**config.mk**
```make
export PLATFORM = sky130hd
export DESIGN_NAME = activation_control
export DESIGN_NICKNAME = d
export VERILOG_FILES = /design/src/rtl/tpu_pkg.sv /design/src/rtl/act_ctrl_delay_pipe.sv /design/src/rtl/activation_control.sv
export SDC_FILE = /design/constraint.sdc
export NUM_CORES = 1
export LEC_CHECK = 0
export CAP_MARGIN = 20
export CORE_ASPECT_RATIO = 0.7
export CORE_UTILIZATION = 52
export DETAILED_ROUTE_END_ITERATION = 6
export GPL_TIMING_DRIVEN = 0
export HOLD_SLACK_MARGIN = 0.02
export PLACE_DENSITY = 0.77
export SETUP_SLACK_MARGIN = 0.05
export SYNTH_ARGS = -nofsm -noshare
export SYNTH_HDL_FRONTEND = slang
export SYNTH_SLANG_ARGS = --single-unit
export TNS_END_PERCENT = 10
```
**constraint.sdc**
```tcl
create_clock -name clk -period 3.8 [get_ports clk]
set_input_delay 0.76 -clock clk [delete_from_list [all_inputs] [get_ports clk]]
set_output_delay 0.76 -clock clk [all_outputs]
set_load 0.02 [all_outputs]
```
**src/rtl/tpu_pkg.sv**
```systemverilog
`default_nettype none
// ============================================================================
// Module   : tpu_pkg
// Purpose  : Shared TPU types: datapath words/bytes, activation function
//            codes, the activation instruction record and the activation
//            controller state encoding.
// Ports    : none (package)
// Revision : 1.0 - initial release
// ============================================================================
package tpu_pkg;

  localparam int ACC_ADDR_W    = 9;
  localparam int BUFFER_ADDR_W = 12;
  localparam int LENGTH_W      = 16;

  typedef logic [31:0] word_type;
  typedef logic [7:0]  byte_type;

  typedef enum logic [1:0] {
    no_activation = 2'd0,
    relu          = 2'd1,
    sigmoid       = 2'd2
  } activation_type;

  // "function" and "signed" are reserved words, hence the act_ prefix.
  typedef struct packed {
    logic [ACC_ADDR_W-1:0]    acc_addr;
    logic [BUFFER_ADDR_W-1:0] buffer_addr;
    logic [LENGTH_W-1:0]      length;
    activation_type           act_function;
    logic                     act_signed;
  } activation_instr_type;

  typedef enum logic [1:0] {
    IDLE  = 2'd0,
    ISSUE = 2'd1,
    DRAIN = 2'd2,
    DONE  = 2'd3
  } act_ctrl_state_type;

  // Saturating 32-bit increment for event counters.
  function automatic logic [31:0] sat_inc32(input logic [31:0] value);
    return (value == 32'hFFFF_FFFF) ? value : value + 32'd1;
  endfunction

endpackage
`default_nettype wire

```
**src/rtl/act_ctrl_delay_pipe.sv**
```systemverilog
`default_nettype none
// ============================================================================
// Module   : act_ctrl_delay_pipe
// Purpose  : DEPTH-stage shift register carrying (valid, buffer address) so a
//            read issued in cycle k emerges as a write in cycle k+DEPTH.
// Ports    : clk, rst (async, active-low)
//            in_valid / in_addr   - entry pushed this cycle
//            out_valid / out_addr - entry leaving the last stage
//            pending              - valid entries still behind the last stage
// Revision : 1.0 - initial release
// ============================================================================
module act_ctrl_delay_pipe #(
  parameter int DEPTH      = 3,
  parameter int ADDR_WIDTH = 12
) (
  input  logic                  clk,
  input  logic                  rst,
  input  logic                  in_valid,
  input  logic [ADDR_WIDTH-1:0] in_addr,
  output logic                  out_valid,
  output logic [ADDR_WIDTH-1:0] out_addr,
  output logic                  pending
);

  logic [DEPTH-1:0]      valid_q, valid_d;
  logic [ADDR_WIDTH-1:0] addr_q [DEPTH];
  logic [ADDR_WIDTH-1:0] addr_d [DEPTH];

  always_comb begin
    valid_d[0] = in_valid;
    addr_d[0]  = in_addr;
    for (int j = 1; j < DEPTH; j++) begin
      valid_d[j] = valid_q[j-1];
      addr_d[j]  = addr_q[j-1];
    end
  end

  // The entry in the last stage is being written right now; anything in an
  // earlier stage still has a write ahead of it.
  always_comb begin
    pending = 1'b0;
    for (int j = 0; j < DEPTH - 1; j++) begin
      pending = pending | valid_q[j];
    end
  end

  always_ff @(posedge clk or negedge rst) begin
    if (!rst) begin
      valid_q <= '0;
      for (int j = 0; j < DEPTH; j++) addr_q[j] <= '0;
    end else begin
      valid_q <= valid_d;
      for (int j = 0; j < DEPTH; j++) addr_q[j] <= addr_d[j];
    end
  end

  assign out_valid = valid_q[DEPTH-1];
  assign out_addr  = addr_q[DEPTH-1];

endmodule
`default_nettype wire

```
**src/rtl/activation_control.sv**
```systemverilog
`default_nettype none
// ============================================================================
// Module   : activation_control
// Purpose  : Sequencer for the activation datapath. Takes one instruction at a
//            time, issues one accumulator read per cycle, keeps the activation
//            unit enabled and configured, and writes the result rows to the
//            unified buffer after the fixed read + activation latency.
// Ports    : clk, rst (async, active-low)
//            instr_*      - instruction handshake and fields
//            acc_rd_*     - accumulator read strobe/address
//            act_*        - activation unit enable/function/signedness
//            buf_wr_*     - unified buffer write strobe/address
//            busy, done   - status
//            perf_rows, perf_busy_cycles - only with ACTIVATION_CONTROL_PERF_EN
// Options  : `define ACTIVATION_CONTROL_PERF_EN adds saturating counters.
// Revision : 1.0 - initial release
// ============================================================================
module activation_control
  import tpu_pkg::*;
#(
  parameter int ACC_ADDR_WIDTH     = 9,
  parameter int BUFFER_ADDR_WIDTH  = 12,
  parameter int LENGTH_WIDTH       = 16,
  parameter int ACC_READ_LATENCY   = 1,
  parameter int ACTIVATION_LATENCY = 2
) (
  input  logic                         clk,
  input  logic                         rst,
  input  logic                         instr_valid,
  output logic                         instr_ready,
  input  logic [ACC_ADDR_WIDTH-1:0]    instr_acc_addr,
  input  logic [BUFFER_ADDR_WIDTH-1:0] instr_buffer_addr,
  input  logic [LENGTH_WIDTH-1:0]      instr_length,
  input  activation_type               instr_function,
  input  logic                         instr_signed,
  output logic                         acc_rd_en,
  output logic [ACC_ADDR_WIDTH-1:0]    acc_rd_addr,
  output logic                         act_enable,
  output activation_type               act_function,
  output logic                         act_signed,
  output logic                         buf_wr_en,
  output logic [BUFFER_ADDR_WIDTH-1:0] buf_wr_addr,
  output logic                         busy,
  output logic                         done
`ifdef ACTIVATION_CONTROL_PERF_EN
  ,
  output logic [31:0]                  perf_rows,
  output logic [31:0]                  perf_busy_cycles
`endif
);

  localparam int PIPE = ACC_READ_LATENCY + ACTIVATION_LATENCY;

  act_ctrl_state_type              state_q, state_d;
  logic                            acc_rd_en_q, acc_rd_en_d;
  logic [ACC_ADDR_WIDTH-1:0]       acc_rd_addr_q, acc_rd_addr_d;
  logic [BUFFER_ADDR_WIDTH-1:0]    buf_addr_q, buf_addr_d;
  logic [LENGTH_WIDTH-1:0]         remaining_q, remaining_d;
  activation_type                  act_function_q, act_function_d;
  logic                            act_signed_q, act_signed_d;
  logic                            pipe_pending;

  // ---------------------------------------------------------------------------
  // Next-state and datapath control. remaining_q counts rows still to issue
  // after the one currently on acc_rd_addr, so it hits zero on the last row.
  // ---------------------------------------------------------------------------
  always_comb begin
    state_d        = state_q;
    acc_rd_en_d    = acc_rd_en_q;
    acc_rd_addr_d  = acc_rd_addr_q;
    buf_addr_d     = buf_addr_q;
    remaining_d    = remaining_q;
    act_function_d = act_function_q;
    act_signed_d   = act_signed_q;

    case (state_q)
      IDLE: begin
        if (instr_valid) begin
          act_function_d = instr_function;
          act_signed_d   = instr_signed;
          if (instr_length == '0) begin
            state_d = DONE;
          end else begin
            state_d       = ISSUE;
            acc_rd_en_d   = 1'b1;
            acc_rd_addr_d = instr_acc_addr;
            buf_addr_d    = instr_buffer_addr;
            remaining_d   = instr_length - LENGTH_WIDTH'(1);
          end
        end
      end
      ISSUE: begin
        // buf_addr_q is paired with the read on the bus this cycle.
        buf_addr_d = buf_addr_q + BUFFER_ADDR_WIDTH'(1);
        if (remaining_q == '0) begin
          acc_rd_en_d = 1'b0;
          state_d     = DRAIN;
        end else begin
          acc_rd_addr_d = acc_rd_addr_q + ACC_ADDR_WIDTH'(1);
          remaining_d   = remaining_q - LENGTH_WIDTH'(1);
        end
      end
      DRAIN: begin
        // Leave once only the final write (if any) is left in the last stage.
        if (!pipe_pending) state_d = DONE;
      end
      DONE: begin
        state_d = IDLE;
      end
      default: begin
        state_d     = IDLE;
        acc_rd_en_d = 1'b0;
      end
    endcase
  end

  always_ff @(posedge clk or negedge rst) begin
    if (!rst) begin
      state_q        <= IDLE;
      acc_rd_en_q    <= 1'b0;
      acc_rd_addr_q  <= '0;
      buf_addr_q     <= '0;
      remaining_q    <= '0;
      act_function_q <= no_activation;
      act_signed_q   <= 1'b0;
    end else begin
      state_q        <= state_d;
      acc_rd_en_q    <= acc_rd_en_d;
      acc_rd_addr_q  <= acc_rd_addr_d;
      buf_addr_q     <= buf_addr_d;
      remaining_q    <= remaining_d;
      act_function_q <= act_function_d;
      act_signed_q   <= act_signed_d;
    end
  end

  act_ctrl_delay_pipe #(
    .DEPTH      (PIPE),
    .ADDR_WIDTH (BUFFER_ADDR_WIDTH)
  ) u_delay_pipe (
    .clk       (clk),
    .rst       (rst),
    .in_valid  (acc_rd_en_q),
    .in_addr   (buf_addr_q),
    .out_valid (buf_wr_en),
    .out_addr  (buf_wr_addr),
    .pending   (pipe_pending)
  );

  assign instr_ready  = (state_q == IDLE);
  assign busy         = (state_q != IDLE);
  assign done         = (state_q == DONE);
  // ISSUE plus DRAIN spans first read through last write exactly.
  assign act_enable   = (state_q == ISSUE) || (state_q == DRAIN);
  assign acc_rd_en    = acc_rd_en_q;
  assign acc_rd_addr  = acc_rd_addr_q;
  assign act_function = act_function_q;
  assign act_signed   = act_signed_q;

`ifdef ACTIVATION_CONTROL_PERF_EN
  logic [31:0] perf_rows_q, perf_rows_d;
  logic [31:0] perf_busy_cycles_q, perf_busy_cycles_d;

  always_comb begin
    perf_rows_d        = buf_wr_en ? sat_inc32(perf_rows_q) : perf_rows_q;
    perf_busy_cycles_d = busy ? sat_inc32(perf_busy_cycles_q) : perf_busy_cycles_q;
  end

  always_ff @(posedge clk or negedge rst) begin
    if (!rst) begin
      perf_rows_q        <= '0;
      perf_busy_cycles_q <= '0;
    end else begin
      perf_rows_q        <= perf_rows_d;
      perf_busy_cycles_q <= perf_busy_cycles_d;
    end
  end

  assign perf_rows        = perf_rows_q;
  assign perf_busy_cycles = perf_busy_cycles_q;
`endif

endmodule
`default_nettype wire

```
## Word level (Yosys, flattened, before mapping)

Cells that the tools add are included.
W data, S select, Z words.

- Register bits after elaboration: 82
- Bits in latches: 0
- RAM bits: 0
- Bits in read-only memories: 0
- Bits of input ports: 43
- Word-level logic and storage cells: 55
- Memories kept: 0

- $add $sub $neg: 4
- Multiply operators: 0
- Div/mod/pow operators: 0
- Order comparisons: 0
- Equal/unequal tests: 8
- Shift operators: 0
- Mux-type cells: 20
- Bitwise gates (word level): 1
- Reduce and logical (&&, ||, !) cells: 11

Operators by type and width:

| cell | count |
|---|---|
| $mux W16 | 3 |
| $logic_not A16 Y1 | 2 |
| $pmux W16 S2 | 1 |
| $sub A16 B1 Y16 const B | 2 |
| $mux W9 | 3 |
| $mux W12 | 2 |
| $pmux W12 S2 | 1 |
| $pmux W9 S2 | 1 |
| $add A12 B1 Y12 const B | 1 |
| $ne A2 B2 Y1 const B | 5 |
| $add A9 B1 Y9 const B | 1 |
| $mux W2 | 4 |
| $pmux W2 S4 | 1 |
| $reduce_and A4 Y1 | 2 |
| $reduce_and A3 Y1 | 2 |
| $eq A2 B2 Y1 const B | 2 |
| $reduce_bool A2 Y1 | 2 |
| $mux W1 | 3 |
| $eq A2 B1 Y1 const B | 1 |
| $logic_not A2 Y1 | 1 |
| $pmux W1 S2 | 1 |
| $reduce_and A2 Y1 | 1 |
| $logic_or A1 B1 Y1 | 1 |
| $or A1 B1 Y1 | 1 |

## Longest topological paths before layout

Gate-level depths: netlist of the first run.

- Depth in word-level cells: 4
- Depth in mapped cells: 13
- Depth with buffers taken out: 9

## By module

From an unflattened synthesis of the first run, not the netlist that was laid out.

- Cell total of the unflattened synthesis: 376
- Area, all modules: 3,911.3 µm²

By module, submodules not included:

| module | times used | cells an instance | area each (µm²) | seq. area each (µm²) |
|---|---|---|---|---|
| activation_control | 1 | 336 | 2,929.1 | 1,076.0 |
| act_ctrl_delay_pipe | 1 | 40 | 982.2 | 975.9 |

## Worst setup path before layout of the first run

Ideal clock, no wire load.

- Path kind: reg-to-reg
- Start: register state_q[1]
- End: register remaining_q[8]
- Setup time: 0.126 ns
- Data arrival time: 3.136 ns
- Path slack: 0.537 ns
- Stages on the path, launching flop included: 14
- Buffers on the path: 4
- Cells stage by stage: dfrtp_1 inv_1 ha_1 buf_2 buf_2 buf_2 buf_1 mux2i_1 ha_1 o221ai_1 a211o_1 xnor2_1 o32a_1 o2bb2a_1

- Word-level cells in the longest chain between the ends: 3

Ends and longest elaborated chain:

| item | line | RTL |
|---|---|---|
| start, declared | activation_control.sv:54 | `act_ctrl_state_type state_q, state_d;` |
| start signal, assigned | activation_control.sv:127 | `state_q <= state_d;` |
| $eq A2 B1 Y1 or $logic_not A2 Y1 (tied branches) | activation_control.sv:76 | `case (state_q)` |
| $ne A2 B2 Y1 (no line) or $reduce_bool A2 Y1 (tied branches) | n/a |  |
| $reduce_and A4 Y1 (no line) | n/a |  |
| end signal, assigned | activation_control.sv:131 | `remaining_q <= remaining_d;` |
| end, declared | activation_control.sv:58 | `logic [LENGTH_WIDTH-1:0] remaining_q, remaining_d;` |

Parallel ways exist; a longest one is shown, timed or not.
A chain may end at the register's enable or synchronous reset.

## Worst setup path in the final report of the first run

Same ends and word-level chain as after synthesis.

==> results.toml, run 1 <==
[floorplanning]
rows = 26
die_y_um = 75.5
die_width_um = 107
start_util = 0.543
die-area_sq_um = 8080
ios = 73
core_area_sq_um = 7380

[setup_path]
endpoint = "remaining_q[8]"
start_kind = "register"
worstSetupPathType = "reg -> reg"
r2r_slack_ps = 210
critPathLaunch = "state_q[1]"
crit_path_end_kind = "register"
r2r_start = "state_q[1]"
path_cells = "inv_1 -> ha_2 -> clkbuf_4 -> clkbuf_4 -> clkbuf_4 -> buf_4 -> mux2i_1 -> ha_2 -> o221ai_2 -> a211o_1 -> xnor2_1 -> o32a_1 -> o2bb2a_1"
crit_path_frequent_cell = "clkbuf_4"
critPathMaxFanout = 10
cpPeakStageDelay_ps = 410
arrival_ps = 3840
required_ps = 4050
rr_worst_depth = 13
cp_slowest_cell = "dfrtp_1"
rr_endpoint = "remaining_q[8]"

[flow_run]
maxCapViolCount = 0

[clocking]
clockRootBuffer = "clkbuf_8"
clk_pin_slew_ps = 100
ctsHoldBuffers = 0
cts-buffers-inserted = 9
post_cts_buffers = 0
cts_max_level = 3
numClockSinks = 82
clock_latency_ps = 370
cts_tree = "done"
cts.path.max_buffers = 2

[finish]
layout_commonest_cell = "dfrtp_1"
layout_common_cells = "82 x dfrtp_1, 71 x clkdlybuf4s50_1, 33 x nand2_1, 33 x a21oi_1, 26 x o21ai_0"
drive_gt1_frac = 0.104
multi_input_area_sq_um = 1830
area_growth_pct = 28.0
nFillCells = 572
seqCellArea_sq_um = 2050
nets = 525
diodes = 0

[sta]
skew_ps = 10.2
period_share = 0.945
fin_crit_ps = 3590
rsz0062_at_grt = "false"
whs_ps = 336
relSlewSlack = 0.321
fin_ws_ps = 210
hold_violations = 0
drv_slew = 0
final-setup-viol-count = 0
worstMarginPinSlew_ps = 1010
max_freq_mhz = 279

[pwr]
sequentialPowerShare = 0.360
combPwrFrac = 0.472
netSwitchingFraction = 0.425
internal_power_mw = 2.57
p_switching_mw = 1.90
power.density_nw_per_um2 = 870
total_leakage_power_nw = 2.06
clockPowerShare = 0.167
peakVddDrop_v = 0.000498

[synthesis]
synthFlopType = "dfrtp_1"
ys_ff_latch = 82
synth_async_sr_flop_share = 1.00
synth_area_sq_um = 4010
synth_edf_count = 0
syn_inst = 391
yosysWarnings = 0
synth_seq_area_share = 0.512
ys_types = 62
syn_area_per_cell_sq_um = 10.3
syn-num-nets = 441

[global_routing]
grt_max_degree = 49
grt_pass1_wl_um = 17100
grt_overflow = 0
grt_pass1_vias = 3342
grt_use_total = 0.283
antenna_found_initial = 0

[drt]
dr.pass1.iters = 5
ant_nets = 0
wl_per_cell_um = 18.5
drc = 0
routed_wl_um = 10700
vias = 3577
dr.first_iter.drc_count = 312
via_per_inst = 6.19

[status]
status = "finished clean"

[place]
gp_congestion = 0.968
place_ws_ps = -313
port_buffers = 72
dp_hpwl_um = 7460

[hold_path]
hp-class = "in -> async"
## worst min path at each step
| stage | end | slack (ps) | cells after the start |
|---|---|---|---|
| final | u_delay_pipe.addr_d[3] | 340 | 1 |
| after floorplan | u_delay_pipe.addr_d[0] | 330 | 0 |
| after detailed placement | u_delay_pipe.out_addr[10] | 330 | 0 |
| after CTS | u_delay_pipe.addr_d[3] | 350 | 1 |
| after global routing | u_delay_pipe.addr_d[3] | 360 | 0 |
| after global placement | u_delay_pipe.out_addr[2] | 330 | 0 |
## layer usage
metal  share of wire  up-vias  global-route usage
li1                -     1639                   -
met1            0.45     1704               0.398
met2            0.44      205               0.426
met3           0.095       29              0.0753
met4           0.021        0               0.108
met5               0        -                   0
## final cells by class
type / count / share of cell area
Clock buffer: 9 / 0.0241
Timing Repair Buffer: 73 / 0.145
Multi-Input combinational cell: 282 / 0.356
Inverter: 8 / 0.00585
Buffer: 19 / 0.0251
Clock inverter: 7 / 0.0207
Sequential cell: 82 / 0.400
Tap cell: 98 / 0.0239
## logic make-up after synthesis
| group | Yosys count | share of synthesized area |
|---|---|---|
| and+or+nand+nor | 137 | 0.186 |
| AOI/OAI and AO/OA | 111 | 0.180 |
| DFF | 82 | 0.512 |
| buffers and inverters | 27 | 0.0362 |
| muxes | 14 | 0.0365 |
| xor gates and xnor gates | 13 | 0.0284 |
| adders and majority gates | 7 | 0.0218 |
## stage by stage
step | area (sq um) | util | TNS (ps) | cells | total power, mW
after floorplan | 4010 | - | 0 | 391 | 2.86
after global placement | 4850 | 0.657 | -71850 | 561 | 3.58
after detailed placement | 4880 | 0.661 | -556 | 562 | 3.67
after CTS | 5120 | 0.694 | 0 | 578 | 4.43
after global routing | 5130 | 0.695 | 0 | 578 | 4.73
final | 5130 | 0.695 | 0 | 578 | 4.47
## sequential cells by signal, summed over array words and instances, names as in the netlist, 2 cells and up
register,count
remaining_q,16
u_delay_pipe.out_addr,12
act_function,2
buf_addr_q,12
acc_rd_addr,9
u_delay_pipe.addr_d,24
state_q,2
u_delay_pipe.valid_q,3
## critical path, delay by kind of cell, from the launching register on
family	cells	cell delay, ps
AO/OA/AOI/OAI	4	990
XOR/XNOR	1	130
adder cells (fa/ha/maj)	2	580
buffers and inverters	5	1050
flip-flops	1	410
multiplexers	1	300
## synthesized netlist by cell type (4+ instances only)
master    instances  share of area
nor3_1           19          0.024
and2_1            4         0.0062
and3_1            6         0.0094
nor2_1           20          0.019
nand3_1          14          0.017
a22oi_1           8          0.015
nand4_1           6         0.0094
mux2i_1           9          0.022
clkbuf_1          5         0.0047
ha_1              7          0.022
xor2_1            9          0.020
or3_1             5         0.0078
mux2_2            5          0.014
inv_1             7         0.0066
nand2_1          33          0.031
a21oi_1          33          0.041
xnor2_1           4         0.0087
o21ai_0          26          0.032
dfrtp_1          82           0.51
nor4_1            6         0.0094
o22ai_1          10          0.016
buf_2             8          0.010
## power by group through the flow
stage / Clock [mW] / Combinational, mW / Sequential (mW)
2_1_floorplan: 0 / 1.17 / 1.69
3_3_place_gp: 0 / 1.98 / 1.59
3_5_place_dp: 0 / 2.05 / 1.62
4_1_cts: 0.756 / 2.07 / 1.60
5_1_grt: 0.801 / 2.27 / 1.66
6_report: 0.748 / 2.11 / 1.61
## repair_timing
action / CTS / global route
resized for setup: 4 / 5
endpoints found under the setup margin: 5 / 3
cloned: 0 / 0
endpoints found under the hold margin: 0 / 0
Power figures use the tool's default switching activity.
==> run 2, diff against run 1 <==
--- a/config.mk
+++ b/config.mk
@@ -7,11 +7,11 @@
 export LEC_CHECK = 0
 export CAP_MARGIN = 20
 export CORE_ASPECT_RATIO = 0.7
-export CORE_UTILIZATION = 52
+export CORE_UTILIZATION = 47
 export DETAILED_ROUTE_END_ITERATION = 6
 export GPL_TIMING_DRIVEN = 0
 export HOLD_SLACK_MARGIN = 0.02
-export PLACE_DENSITY = 0.77
+export PLACE_DENSITY = 0.74
 export SETUP_SLACK_MARGIN = 0.05
 export SYNTH_ARGS = -nofsm -noshare
 export SYNTH_HDL_FRONTEND = slang
==> constraint.sdc (replaced) <==
create_clock -name clk -period 3.1 [get_ports clk]
set_input_delay 0.62 -clock clk [delete_from_list [all_inputs] [get_ports clk]]
set_output_delay 0.62 -clock clk [all_outputs]
set_load 0.02 [all_outputs]
==> run 2 against run 1 <==
  * Core utilization is 4.4 points lower
  * First-iteration DRC count is 5.1% higher
  * Power is 29% higher
  * Sequential share of layout area is 0.96 points lower
  * Largest cell class unchanged
==> results.toml, run 2 (synthesized netlist as in run 1, its figures left out) <==
[pwr]
peakVddDrop_v = 0.000452
power.density_nw_per_um2 = 1090
total_power_mw = 5.76
total_leakage_power_nw = 2.11

[flow_run]
maxCapViolCount = 0

[floorplanning]
die-area_sq_um = 8910
die_width_um = 112
ios = 73
die_y_um = 79.3
core_area_sq_um = 8070
start_util = 0.497
rows = 27

[sta]
skew_ps = 5.70
fin_crit_ps = 2930
max_freq_mhz = 342
worstMarginPinSlew_ps = 1080
whs_ps = 232
drv_slew = 0
period_share = 0.944
relSlewSlack = 0.274
hold_violations = 0
final-setup-viol-count = 0
tns_ps = 0
rsz0062_at_grt = "false"

[place]
dp_hpwl_um = 7510
port_buffers = 72
gp_congestion = 0.914
place_area_sq_um = 4890

[setup_path]
critPathMaxFanout = 19
rr_worst_depth = 12
required_ps = 3330
crit_path_end_kind = "register"
r2r_start = "state_q[1]"
worstSetupPathType = "reg -> reg"
start_kind = "register"
rr_endpoint = "remaining_q[8]"
arrival_ps = 3150
r2r_slack_ps = 170

[finish]
diodes = 0
drive_gt1_frac = 0.110
seqCellArea_sq_um = 2050
largest_reg_flops = 24
multi_input_area_sq_um = 1840
finalCoreUtilization = 0.652
nFillCells = 641
layout_common_cells = "82 x dfrtp_1, 71 x clkdlybuf4s50_1, 33 x nand2_1, 33 x a21oi_1, 26 x o21ai_0"
final_area_sq_um = 5260
area_growth_pct = 31.2
layout_commonest_cell = "dfrtp_1"
nets = 525

[drt]
routed_wl_um = 10900
drc = 0
wl_per_cell_um = 18.8
ant_nets = 0
dr.pass1.iters = 5
via_per_inst = 6.12
vias = 3554
dr.first_iter.drc_count = 328

[global_routing]
grt_max_degree = 47
grt_overflow = 0
antenna_found_initial = 0
grt_use_total = 0.259
grt_pass1_wl_um = 17400
grt_pass1_vias = 3369

[clocking]
ctsHoldBuffers = 0
cts_max_level = 3
cts_tree = "done"
clock_latency_ps = 340
numClockSinks = 82
clk_pin_slew_ps = 60
clockRootBuffer = "clkbuf_16"
cts.path.max_buffers = 2
cts-buffers-inserted = 9

[hold_path]
hp-class = "in -> async"

[status]
status = "finished clean"
run 2: cell types whose count changed in the layout (fill, tap and decap cells not counted), moves of 3 or more:
cell,delta
clkbuf_16,+9
clkbuf_8,-8
clkbuf_4,-4
buf_6,+3
run 2: worst max-delay path: stages (launching register included):
cell and delay, ps:
dfrtp_1 410, inv_2 100, ha_4 210, buf_12 170
buf_6 160, buf_6 190, mux2i_2 260, ha_2 250
o221ai_2 170, a211o_1 320, xnor2_1 130, o32a_1 160
o2bb2a_1 280
run 2: timing repair:
| action | CTS | global route |
|---|---|---|
| endpoints found under the setup margin | 6 | 17 |
| resized for setup | 7 | 6 |
| pin swaps | 1 | 1 |
| setup buffers | 1 | 0 |
run 2: layer usage:
layer / vias to the layer above / routed length (um) / track usage
met1: 1757 / 4960 / 0.350
li1: 1634 / - / -
met5: - / 0 / 0
met2: 139 / 4990 / 0.404
met4: 0 / 220 / 0.0920
met3: 24 / 735 / 0.0687
run 2: worst max-delay path by stage:
| stage | start | end | slack [ps] |
|---|---|---|---|
| floorplan | state_q[1] | remaining_q[8] | 50 |
| global placement | rst | remaining_q[12] | -1470 |
| detailed placement | state_q[1] | remaining_q[8] | -570 |
| CTS | state_q[1] | remaining_q[8] | 50 |
| global route | state_q[1] | remaining_q[8] | 70 |
| finish | state_q[1] | remaining_q[8] | 170 |
run 2: power by group:
group          internal, mW  switching [mW]
clock network         0.656           0.455
registers              1.57           0.411
logic                  1.16            1.50
total                  3.39            2.37
run 2: area by class of cell:
| class | count | area share |
|---|---|---|
| Multi-Input combinational cell | 282 | 0.351 |
| Sequential cell | 82 | 0.390 |
| Timing Repair Buffer | 74 | 0.143 |
| Clock buffer | 10 | 0.0454 |
| Inverter | 8 | 0.00571 |
| Clock inverter | 6 | 0.0136 |
| Tap cell | 101 | 0.0240 |
| Buffer | 18 | 0.0276 |
run 2: metrics by stage:
step                setup slack, ps  std cells
floorplan                      53.0        391
global placement              -1470        564
detailed placement             -570        565
CTS                            50.5        581
global route                   66.7        581
finish                          174        581
